--- src/rtl/ring_link_arbiter.sv ---
// ring_link_arbiter
//   Shares one outgoing ring link among three requesters using round-robin
//   arbitration. Downstream buffer space is tracked with a credit counter.
//   Requester 0 is clockwise through-traffic, requester 1 is turned traffic
//   and requester 2 is local injection.
//
// Ports
//   i_clk             rising-edge clock
//   i_rst             asynchronous active-high reset
//   i_req_valid[2:0]  per-requester word valid
//   i_req_data        requester i word at [i*DATA_WIDTH +: DATA_WIDTH]
//   o_req_ready[2:0]  one-hot grant (or zero); accept when valid & ready
//   o_link_valid      registered link word valid
//   o_link_data       registered link word
//   o_link_src        registered source index, 2'b11 when link idle
//   i_credit_return   downstream freed one buffer slot this cycle
//   o_credits         current credit count
//   o_credit_overflow sticky error: credit returned while counter was full
module ring_link_arbiter #(
  parameter int DATA_WIDTH   = 32,
  parameter int NUM_CREDITS  = 4,
  parameter int CREDIT_WIDTH = 3
) (
  input  logic                      i_clk,
  input  logic                      i_rst,
  input  logic [2:0]                i_req_valid,
  input  logic [3*DATA_WIDTH-1:0]   i_req_data,
  output logic [2:0]                o_req_ready,
  output logic                      o_link_valid,
  output logic [DATA_WIDTH-1:0]     o_link_data,
  output logic [1:0]                o_link_src,
  input  logic                      i_credit_return,
  output logic [CREDIT_WIDTH-1:0]   o_credits,
  output logic                      o_credit_overflow
);

  localparam logic [CREDIT_WIDTH-1:0] CREDIT_MAX = CREDIT_WIDTH'(NUM_CREDITS);
  localparam logic [CREDIT_WIDTH-1:0] CREDIT_ONE = CREDIT_WIDTH'(1);

  logic [1:0]              r_rr_ptr;
  logic [CREDIT_WIDTH-1:0] r_credits;
  logic                    r_link_valid;
  logic [DATA_WIDTH-1:0]   r_link_data;
  logic [1:0]              r_link_src;
  logic                    r_credit_overflow;

  logic [DATA_WIDTH-1:0]   w_words [3];
  logic [1:0]              w_cand;
  logic [1:0]              w_grant_idx;
  logic                    w_send;

  genvar gi;
  generate
    for (gi = 0; gi < 3; gi++) begin : g_word_slice
      assign w_words[gi] = i_req_data[gi*DATA_WIDTH +: DATA_WIDTH];
    end
  endgenerate

  // (a + b) mod 3 for a, b in 0..2
  function automatic logic [1:0] wrap_add3(input logic [1:0] a, input logic [1:0] b);
    logic [2:0] s;
    s = {1'b0, a} + {1'b0, b};
    return (s >= 3'd3) ? 2'(s - 3'd3) : s[1:0];
  endfunction

  // Scan offsets from farthest to nearest so the requester closest to
  // r_rr_ptr overwrites any earlier candidate and wins. credit_return is
  // deliberately not an input here: grants only use the registered count.
  always_comb begin
    w_cand      = 2'd0;
    w_grant_idx = 2'd0;
    w_send      = 1'b0;
    if (r_credits != '0) begin
      for (int k = 2; k >= 0; k--) begin
        w_cand = wrap_add3(r_rr_ptr, 2'(k));
        if (i_req_valid[w_cand]) begin
          w_grant_idx = w_cand;
          w_send      = 1'b1;
        end
      end
    end
  end

  assign o_req_ready = w_send ? (3'b001 << w_grant_idx) : 3'b000;

  always_ff @(posedge i_clk or posedge i_rst) begin
    if (i_rst) begin
      r_rr_ptr          <= 2'd0;
      r_credits         <= CREDIT_MAX;
      r_link_valid      <= 1'b0;
      r_link_data       <= '0;
      r_link_src        <= 2'b11;
      r_credit_overflow <= 1'b0;
    end else begin
      if (w_send) begin
        r_link_valid <= 1'b1;
        r_link_data  <= w_words[w_grant_idx];
        r_link_src   <= w_grant_idx;
        r_rr_ptr     <= wrap_add3(w_grant_idx, 2'd1);
      end else begin
        // link_data intentionally holds its last value when idle
        r_link_valid <= 1'b0;
        r_link_src   <= 2'b11;
      end

      unique case ({w_send, i_credit_return})
        2'b10: r_credits <= r_credits - CREDIT_ONE;
        2'b01: begin
          if (r_credits == CREDIT_MAX) begin
            r_credit_overflow <= 1'b1;
          end else begin
            r_credits <= r_credits + CREDIT_ONE;
          end
        end
        default: r_credits <= r_credits;
      endcase
    end
  end

  assign o_link_valid      = r_link_valid;
  assign o_link_data       = r_link_data;
  assign o_link_src        = r_link_src;
  assign o_credits         = r_credits;
  assign o_credit_overflow = r_credit_overflow;

endmodule

--- config.mk ---
export PLATFORM = sky130hd
export DESIGN_NAME = ring_link_arbiter
export DESIGN_NICKNAME = d
export VERILOG_FILES = /design/src/rtl/ring_link_arbiter.sv
export SDC_FILE = /design/constraint.sdc
export NUM_CORES = 1
export LEC_CHECK = 0
export CELL_PAD_IN_SITES_DETAIL_PLACEMENT = 0
export CELL_PAD_IN_SITES_GLOBAL_PLACEMENT = 1
export CORE_ASPECT_RATIO = 0.7
export CORE_MARGIN = 1.5
export CORE_UTILIZATION = 29
export DETAILED_ROUTE_END_ITERATION = 10
export PLACE_DENSITY_LB_ADDON = 0.1
export SETUP_SLACK_MARGIN = 0.05
export SYNTH_ARGS = -nofsm -noshare
export SYNTH_HDL_FRONTEND = slang
export SYNTH_SLANG_ARGS = --single-unit
--- constraint.sdc ---
create_clock -name i_clk -period 7.5 [get_ports i_clk]
set_input_delay 1.875 -clock i_clk [delete_from_list [all_inputs] [get_ports i_clk]]
set_output_delay 1.875 -clock i_clk [all_outputs]
set_load 0.03 [all_outputs]
== After elaboration in Yosys (flattened, before gate mapping) ==
Cells that the tools add are included.

* Equal/unequal tests: 4
* Shift operators: 1
* Magnitude comparators: 8
* Bitwise logic cells: 1
* Add/subtract/negate cells: 9
* Reduce and logical (&&, ||, !) cells: 4
* Mux-type cells: 26

{| class="wikitable"
|+ Operators with widths
! kind !! number
|-
| $bmux 32 s2 || 1
|-
| $mux 32 || 2
|-
| $mux 2 || 9
|-
| $ge 3x2->1 const B || 3
|-
| $lt 2x3->1 const B || 3
|-
| $mux 1 || 8
|-
| $sub 2x2->2 const B || 4
|-
| $add 2x1->3 const B || 2
|-
| $bmux 1 s2 || 3
|-
| $mux 3 || 2
|-
| $pmux 3 s2 || 1
|-
| $reduce_and 2->1 || 2
|-
| $add 2x2->3 const B || 1
|-
| $add 3x1->3 const B || 1
|-
| $eq 3x3->1 const B || 1
|-
| $ge 3x3->1 const B || 1
|-
| $not 2->3 || 1
|-
| $reduce_bool 3->1 || 1
|-
| $shl 1x2->3 const A || 1
|-
| $sub 3x1->3 const B || 1
|-
| $eq 2x1->1 const B || 1
|-
| $eq 2x2->1 const B || 1
|-
| $ge 2x2->1 const B || 1
|-
| $ne 2x2->1 const B || 1
|-
| $reduce_bool 2->1 || 1
|}

* Word-level logic and storage cells: 59
* Input bits: 102
* Output and inout port bits: 42
* Register bits: 41

== Depth between registers and ports, before layout ==
* Word-level depth: 13
* Depth in mapped cells: 13
* Mapped depth without buffers: 11

== Least setup slack after synthesis ==
No wires, ideal clock.

* Path type: input port to output port
* From: in i_req_valid[0]
* To: out o_req_ready[1]
* Arrival time: 3.206 ns
* Data required time: 5.625 ns
* Path buffers: 2
* Stages on the path: 8
* Slack: 2.419 ns
* Cell sequence: inv_1 -> maj3_2 -> o2111ai_1 -> buf_4 -> buf_6 -> inv_1 -> ha_1 -> and2_1

* Longest elaborated chain between the ends: 8
* Elaborated cells on any way between the ends: 16

{| class="wikitable"
|+ Ends and longest elaborated chain
! item !! line !! RTL
|-
| start: declaration || 26 || <nowiki>input logic [2:0] i_req_valid,</nowiki>
|-
| $bmux 1 s2 || 76 || <nowiki>if (i_req_valid[w_cand]) begin</nowiki>
|-
| $mux 1 (implied by the code) || 76 ||
|-
| $mux 2 (3 in series) || 76 ||
|-
| $mux 2 || 73 || <nowiki>if (r_credits != '0) begin</nowiki>
|-
| $shl 1x2->3 || 84 || <nowiki>assign o_req_ready = w_send ? (3'b001 << w_grant_idx) : 3'b000;</nowiki>
|-
| $mux 3 * || 84 ||
|-
| end: declaration || 28 || <nowiki>output logic [2:0] o_req_ready,</nowiki>
|}

Mark *: on every way between the ends. The rest lies on a longest branch, timed or not. The select of a mux whose other input is x is not followed.

== Worst setup path after layout ==
Ends and elaborated chain as after synthesis.

==> results.json <==
{
  "async_flop_share_pct": 100,
  "slew-limit-headroom_pct": 38.0,
  "start_kind": "input pin",
  "die_w_um": 112,
  "synth_edf_count": 0,
  "h-tree-depth": 2,
  "synthCells": 229,
  "initial_utilization_pct": 30.2,
  "crit_path_end_kind": "output port",
  "syn_nets": 338,
  "cts_buffer_depth": 2,
  "fmax_ghz": 0.161,
  "vias": 2238,
  "leakagePower_uw": 0.00174,
  "ys_seq_area_share_pct": 42.9,
  "post_cts_buffers": 0,
  "first_global_vias": 2240,
  "avgRoutedWirePerCell_um": 15.1,
  "finalPower_uw": 1820,
  "synth_ff_type": "dfrtp_1",
  "ys_ff_latch": 41,
  "cts_resized": 0,
  "yosysWarnings": 0,
  "crit_fanout": 20,
  "num_rows": 27,
  "powerDensity_nw_per_um2": 447,
  "synthTopCellsByArea": "dfrtp_1 (40%), mux2i_1 (15%), a22oi_1 (6.9%)",
  "tightest_slew_ps": 930,
  "hold_class": "reg -> reg",
  "finalHoldViolCount": 0,
  "finalCriticalPeriod_ps": 6210,
  "core_um2": 7940,
  "worstSkewPairLatency_ps": 280,
  "fin_skew_ps": 3.27,
  "drv_slew": 0,
  "diodes": 0,
  "grt-ovfl-total": 0,
  "synth.distinct_cells": 37,
  "synth.avg_cell_area_um2": 10.5,
  "critPathArrivalTime_ps": 4330,
  "critPathKind": "in -> out",
  "drc": 0,
  "synth-adder-area-share_pct": 4.43,
  "grt_pass1_wl_um": 11200,
  "detail_route.first_pass.iterations": 4,
  "place_congestion": 0.707,
  "synthSimpleGateAreaFrac_pct": 8.19,
  "cts_hold_buf": 0,
  "muxShareOfSynthArea_pct": 16.0,
  "antenna_found_initial": 0,
  "fin_setup_tns_ps": 0,
  "seq_area_um2": 1030,
  "syn-cell-area_um2": 2400,
  "die_area_um2": 8840,
  "cts_sinks": 41,
  "final_antenna_net_count": 0,
  "period_share_pct": 82.7,
  "post-dp-hpwl_um": 5310,
  "setup_viol": 0,
  "layout.nets": 476,
  "track_usage_pct": 16.1,
  "yosysTopAreaCell": "dfrtp_1",
  "layout-drive-gt1-share_pct": 8.70,
  "synth.top_cell.area_share_pct": 39.6,
  "area.growth.synth_to_final_pct": 70.2,
  "io_pins": 144,
  "multi_input_area_um2": 1250,
  "status": "completed",
  "clk_transition_reported_paths_ps": 60,
  "portBuffers": 143,
  "viasPerCell": 4.77,
  "cts_inserted_buffers": 5,
  "die_y_um": 79.1,
  "nFillCells": 744,
  "grt_max_degree": 47,
  "final_util_pct": 51.4,
  "synth_compound_area_share_pct": 21.7,
  "cts_tree": "built",
  "drt_iter0_markers": 74,
  "worst_ep_required_time_ps": 5620,
  "ir_drop_uv": 277,
  "routed_wl_um": 7070,
  "cts-root-buf": "clkbuf_16",
  "synth-xor-area-share_pct": 0.730,
  "synth_top_family_by_area": "compound AO/OA/AOI/OAI gates",
  "rsz0062_at_grt": "no",
  "maxCapViolations": 0
}
routing by layer:
layer	track usage, %	wire (µm)
met1	21.3	3260
met2	25.0	3150
met3	6.03	619
met4	4.18	46
met5	0	0
registers in the layout (all words and copies together), names as in the netlist:
register	count
o_link_valid	1
o_link_src	2
o_credits	3
r_rr_ptr	2
o_link_data	32
o_credit_overflow	1
cells in the mapped netlist (2+ instances only):
cell type	instances
dfrtp_1	38
mux2i_1	36
nand2_1	28
o21ai_1	24
a22oi_1	22
inv_1	9
clkbuf_1	7
o221ai_2	7
ha_1	6
nor2_1	6
buf_2	5
and2_1	3
buf_6	3
dfstp_2	3
nor3_1	3
o211ai_1	3
o221ai_1	3
mux2_2	2
nand3_1	2
xor2_1	2
cells in the final DEF (no fill, tap or decap), types with 2 or more instances in the layout:
cell             netlist  routed
o221ai_2               7       7
nor2_1                 6       6
inv_1                  9       8
xor2_1                 2       2
mux2i_1               36      36
clkdlybuf4s50_1        0     143
clkbuf_16              0       5
a22oi_1               22      22
ha_1                   6       6
o21ai_1               24      24
mux2_2                 2       2
nand3_1                2       2
o211ai_1               3       3
and2_1                 3       3
buf_4                  1       5
nand2_1               28      28
dfstp_2                3       3
nor3_1                 3       3
o221ai_1               3       3
dfrtp_1               38      38
final timing paths:
path,start,to,slack (ps),cells after the start
setup / recovery,i_req_valid[0],o_req_ready[1],1290,9
hold / removal,o_credit_overflow,o_credit_overflow,470,1
setup reg to reg,r_rr_ptr[0],o_credits[2],4530,12
hold reg to reg,o_credit_overflow,o_credit_overflow,470,1
max in group asynchronous,i_rst,o_credit_overflow,4840,2
min in group asynchronous,i_rst,o_link_data[9],2100,2
power by group:
group	internal, µW	switching (µW)	total [µW]	leakage (µW)
combinational	499	654	1150	0.00117
sequential	346	70.5	417	0.000489
clock	166	88.3	254	0.0000831
total	1010	813	1820	0.00174
critical path, cell delays in order:
cell             delay (ps)
clkdlybuf4s50_1         490
inv_1                    70
maj3_2                  330
o2111ai_4               190
buf_4                   350
inv_1                   110
ha_1                    200
and2_1                  120
clkdlybuf4s50_1         590
per-stage QoR:
| stage | std cells | setup WS, ps | hold WS, ps | area (µm²) |
|---|---|---|---|---|
| after floorplan | 229 | 2420 | 506 | 2400 |
| after global placement | 461 | 1320 | 454 | 3910 |
| after detailed placement | 461 | 1290 | 465 | 3910 |
| after CTS | 469 | 1280 | 483 | 4080 |
| after global routing | 469 | 1130 | 506 | 4080 |
| final | 469 | 1290 | 474 | 4080 |
kinds of logic (layout without fill, tap and decap cells):
| family | Yosys count | count (layout) |
|---|---|---|
| multiplexers | 38 | 38 |
| AO/OA/AOI/OAI | 68 | 68 |
| AND/OR/NAND/NOR | 46 | 46 |
| XOR/XNOR | 2 | 2 |
| flip-flops | 41 | 41 |
| buffers and inverters | 26 | 165 |
| adder cells (fa/ha/maj) | 8 | 8 |
area by class of cell:
cell class | instances | share of cell area, %
clock inverters | 2 | 0.919
flip-flops and latches | 41 | 25.2
multi-input cells | 162 | 30.6
well taps | 101 | 3.09
repair buffers | 148 | 36.0
inverters | 9 | 0.827
clock buffers | 6 | 3.40
Power figures use the tool's default switching activity.
